### src/rtl/sap2_tstate_sequencer.sv
// sap2_tstate_sequencer: SAP-2 T-state ring, opcode latch/decode, halt and single-step control.
module sap2_tstate_sequencer #(
    parameter int SYNC_STAGES    = 2,
    parameter bit ILLEGAL_AS_NOP = 1'b1
) (
    input  logic        iClk,
    input  logic        iReset_n,
    input  logic        iRingReset,
    input  logic        iLir,
    input  logic [7:0]  iBus,
    input  logic        iManual,
    input  logic        iStep,
    output logic [17:0] oTstate,
    output logic [7:0]  oOpcode,
    output logic [28:0] oDecode,
    output logic        oHalted,
    output logic        oIllegal,
    output logic        oOverrun
);
    localparam logic [17:0] T0 = 18'h00001;
    localparam logic [17:0] TNONE = 18'h00000;
    logic [SYNC_STAGES-1:0] stepSync;
    logic stepPrev;
    logic adv;
    logic forced;
    logic enterHalt;
    // Manual mode advances once per synchronised rising edge of iStep
    assign adv = iManual ? (stepSync[SYNC_STAGES-1] & ~stepPrev) : 1'b1;
    assign forced = oTstate[3] & oIllegal & ILLEGAL_AS_NOP;
    assign enterHalt = oTstate[3] & (oDecode[6] | (oIllegal & ~ILLEGAL_AS_NOP));
    assign oIllegal = ~|oDecode;
    always_ff @(posedge iClk) begin
        if (!iReset_n) begin
            oTstate  <= T0;
            oOpcode  <= 8'h00;
            oHalted  <= 1'b0;
            oOverrun <= 1'b0;
            stepSync <= '0;
            stepPrev <= 1'b0;
        end else begin
            stepSync <= {stepSync[SYNC_STAGES-2:0], iStep};
            stepPrev <= stepSync[SYNC_STAGES-1];
            oOverrun <= 1'b0;
            if (adv && iLir) oOpcode <= iBus;
            if (adv && !oHalted) begin
                if (enterHalt) begin
                    oHalted <= 1'b1;
                    oTstate <= TNONE;
                end else if (iRingReset || forced) begin
                    oTstate <= T0;
                end else if (oTstate[17]) begin
                    oTstate  <= T0;
                    oOverrun <= 1'b1;
                end else begin
                    oTstate <= {oTstate[16:0], 1'b0};
                end
            end
        end
    end
    always_comb begin
        oDecode = '0;
        case (oOpcode)
            8'h80: oDecode[0]  = 1'b1;
            8'h81: oDecode[1]  = 1'b1;
            8'hA0: oDecode[2]  = 1'b1;
            8'hA1: oDecode[3]  = 1'b1;
            8'hCD: oDecode[4]  = 1'b1;
            8'h3D: oDecode[5]  = 1'b1;
            8'h76: oDecode[6]  = 1'b1;
            8'hDB: oDecode[7]  = 1'b1;
            8'h3C: oDecode[8]  = 1'b1;
            8'hC3: oDecode[9]  = 1'b1;
            8'hCA: oDecode[10] = 1'b1;
            8'h3A: oDecode[11] = 1'b1;
            8'h78: oDecode[12] = 1'b1;
            8'h79: oDecode[13] = 1'b1;
            8'h47: oDecode[14] = 1'b1;
            8'h4F: oDecode[15] = 1'b1;
            8'h3E: oDecode[16] = 1'b1;
            8'h00: oDecode[17] = 1'b1;
            8'hB0: oDecode[18] = 1'b1;
            8'hB1: oDecode[19] = 1'b1;
            8'hD3: oDecode[20] = 1'b1;
            8'h17: oDecode[21] = 1'b1;
            8'h1F: oDecode[22] = 1'b1;
            8'hC9: oDecode[23] = 1'b1;
            8'h32: oDecode[24] = 1'b1;
            8'h90: oDecode[25] = 1'b1;
            8'h91: oDecode[26] = 1'b1;
            8'hA8: oDecode[27] = 1'b1;
            8'hA9: oDecode[28] = 1'b1;
            default: oDecode = '0;
        endcase
    end
endmodule
### config.mk
export PLATFORM = sky130hd
export DESIGN_NAME = sap2_tstate_sequencer
export DESIGN_NICKNAME = d
export VERILOG_FILES = /design/src/rtl/sap2_tstate_sequencer.sv
export SDC_FILE = /design/constraint.sdc
export NUM_CORES = 1
export LEC_CHECK = 0
export ABC_AREA = 1
export CAP_MARGIN = 30
export CELL_PAD_IN_SITES_DETAIL_PLACEMENT = 2
export CELL_PAD_IN_SITES_GLOBAL_PLACEMENT = 2
export CORE_MARGIN = 3
export CORE_UTILIZATION = 20
export CTS_BUF_LIST = sky130_fd_sc_hd__clkbuf_8
export CTS_CLUSTER_DIAMETER = 40
export DETAILED_ROUTE_END_ITERATION = 6
export GPL_ROUTABILITY_DRIVEN = 1
export PLACE_DENSITY = 0.83
export SLEW_MARGIN = 10
export SYNTH_ARGS = -nofsm -noshare
export SYNTH_HDL_FRONTEND = slang
export SYNTH_SLANG_ARGS = --single-unit
### constraint.sdc
create_clock -name iClk -period 1.4 [get_ports iClk]
set_input_delay 0.28 -clock iClk [delete_from_list [all_inputs] [get_ports iClk]]
set_output_delay 0.28 -clock iClk [all_outputs]
set_load 0.05 [all_outputs]
==> impl_metrics.csv, run 1 <==
group,metric,value,unit
status,status,"finished with violations",
status,violations,"setup timing",
clock_network,cts_tree,"yes",
clock_network,ctsHtreeMaxLevel,2,
synth,synthXorXnorAreaFrac,0,%
power,p_leak,2.13,nW
synth,synth_fp_nets,315,
synth,synth-seq-cells,31,
power,ir_worst_vdd,0.554,mV
global_routing,overflow,0,
synth,synth_edf_count,0,
synth,synth.most_common_cell,"nand2_1",
worst_setup_path,worstPathMaxFanout,3,
placement,dp_hpwl,8.22,mm
synth,synth_top_family_by_area,"simple AND/OR/NAND/NOR gates",
sta,worstMarginPinSlew,0.346,ns
clock_network,clock_path_buffers,2,
floorplanning,die_w,101,um
sta,final.setup.worst_slack,-0.891,ns
route,first_iter_violations,83,
floorplanning,die_area,10200,sq um
synth,synth-compound-area-share,10.9,%
route,drt-total-wl,15.1,mm
synth,muxShareOfSynthArea,0,%
global_routing,grt_max_degree,17,
sta,fin_crit,2.29,ns
cells_and_area,design_area,4700,sq um
sta,finalMaxSlewViolations,0,
synth,ys.warnings.count,0,
cells_and_area,antenna_cells,0,
synth,netlist.area_leader.share,34.3,%
sta,hold_violations,0,
synth,synth.distinct_cells,21,
global_routing,grt_pass1_vias,3106,
clock_network,holdBufCountCts,0,
floorplanning,start_util,20.7,%
worst_setup_path,arrival,2.01,ns
sta,max_slew_margin,76.8,%
route,vias,2830,
sta,rsz0062_at_grt,"true",
synth,synthAdderAreaFrac,0,%
global_routing,grt_pass1_wl,18.7,mm
cells_and_area,stdcell_count,575,
sta,fmax,437,MHz
synth,syn_area,1810,sq um
placement,placed_cells,537,
floorplanning,rows,34,
flow_run,max_cap_viol_count,0,
route,ant_nets,0,
sta,setup_viol,53,
floorplanning,die_y,101,um
clock_network,clock-root-buffer,"clkbuf_8",
synth,async_reset_ff_share,0,%
worst_setup_path,critPathLaunchType,"flop",
clock_network,cts_made_buffers,5,
sta,clock_skew,0.0240,ns
sta,fin_crit_sh,164,%
cells_and_area,layout.nets,480,
clock_network,clock_latency,0.31,ns
floorplanning,core-area,8760,sq um
synth,yosys.area_share.simple,39.8,%
worst_setup_path,required,1.12,ns
cells_and_area,utilization,53.6,%
cells_and_area,areaGrowthSynthToFinish,159,%
placement,gp_congestion,0.813,
floorplanning,io_pins,72,
placement,io_buffer_count,71,
synth,synth_area_per_cell,6.02,sq um
cells_and_area,drive_above_1_share,61.5,%
worst_setup_path,cp-end-kind,"output port",
placement,dpl-instance-area,3830,sq um
cells_and_area,fill_cells,896,
clock_network,cts_sinks,31,
global_routing,track_usage,24.5,%
synth,synth_flop_cell,"dfxtp_1",
min_path,hold_path.class,"flop to flop",
route,wl_per_cell,26.3,um
worst_setup_path,critPathKind,"flop to output port",
route,firstDrtPassIters,4,
synth,synth_area_leaders,"dfxtp_1, nand2_1, inv_1",
global_routing,antenna_found_initial,0,
route,drt_drc_violations_left,0,
clock_network,clkTransAtPathRegs,0.09,ns
route,avgViaCountPerCell,4.92,
synth,synth_top_cells_by_count,"nand2_1, inv_1, nor2_1, dfxtp_1, a21oi_1",
power,powerDensity,581,nW/um^2
synth,synth_cells,301,
synth,seq_area_frac_synth,34.3,%
sta,hold_slack,0.448,ns
synth,yosys.area.top_type,"dfxtp_1",
placement,post-place-ws,-0.596,ns
## sequential cells by signal, indices dropped and copies added, names as in the netlist
name and flops:
oHalted 1, oOpcode 8, oOverrun 1, oTstate 18, stepPrev 1, stepSync 2
## timing repair
item	in CTS	in global routing
endpoints found under the setup margin	52	55
pin swaps	21	32
setup buffers	18	18
hold endpoints to repair	0	0
gates resized for setup	67	94
gates cloned	1	0
## cell usage in the layout (no fill, tap or decap), types with 7 or more instances in the layout
master           netlist  layout
dfxtp_4                0       8
a21oi_2                0       8
nor2_2                 9      15
nand4_1               16      16
inv_1                 54      42
nor2_1                49      20
buf_6                  2      17
nand2_4                0      17
a21oi_1               26      18
inv_4                  0       7
clkdlybuf4s50_1        0      13
nand2_1               77      35
buf_12                 0      62
nand2_2                8      29
buf_4                  0      74
dfxtp_1               31      23
nor2_4                 0      23
## power by group
part           internal, mW  switching, mW  leakage [nW]
Sequential            0.905         0.0686         0.258
Combinational         0.446          0.579          1.82
Clock                 0.333          0.396        0.0444
## routing by layer
metal | vias up | track usage [%] | share of wire, %
li1 | 1251 | - | -
met1 | 1402 | 23.9 | 35
met2 | 125 | 51.2 | 56
met3 | 52 | 2.62 | 3.1
met4 | 0 | 9.10 | 5.4
met5 | - | 0 | 0
## worst max-delay path, cell delays in order (launching register included)
cell     delay (ns)
dfxtp_4        0.38
buf_6          0.13
buf_6          0.11
nand4_1        0.14
a21oi_2        0.06
nor2_2         0.15
nand2_2        0.13
nor4_4         0.41
buf_12         0.19
## cells by family (layout without fill, tap and decap cells)
logic type             Yosys count  count (layout)
and+or+nand+nor                164             164
AOI/OAI and AO/OA               38              38
buffers and inverters           68             234
DFF                             31              31
## cell type report
| class | instances | area [sq um] | area share [%] |
|---|---|---|---|
| Clock buffer | 5 | 68.8 | 1.47 |
| Clock inverter | 3 | 11.3 | 0.240 |
| Inverter | 59 | 278 | 5.91 |
| Multi-Input combinational cell | 202 | 1410 | 30.0 |
| Sequential cell | 31 | 651 | 13.9 |
| Tap cell | 108 | 135 | 2.88 |
| Timing Repair Buffer | 167 | 2150 | 45.7 |
## stage by stage
| stage | TNS, ns | power (mW) |
|---|---|---|
| after floorplan | -8.56 | 1.29 |
| after global placement | -7.79 | 1.65 |
| after detailed placement | -14.26 | 1.70 |
| after CTS | -21.66 | 2.49 |
| after global routing | -31.97 | 2.81 |
| final | -28.12 | 2.73 |
## path summary, 6_finish.rpt
path / slack, ns / end / start / cells after the start
worst max-delay path: -0.89 / oIllegal / oOpcode[5] / 8
worst min-delay path: 0.45 / stepSync[1] / stepSync[0] / 2
worst max register to register: -0.71 / oTstate[16] / oOpcode[4] / 15
worst min register to register: 0.45 / stepSync[1] / stepSync[0] / 2
(Power assumes the default switching activity.)
==> run 2: changes to the inputs <==
Settings changed: CAP_MARGIN 30 to default.
==> results of run 2 <==
The final DEF is identical to that of run 1; final timing and power are the same.
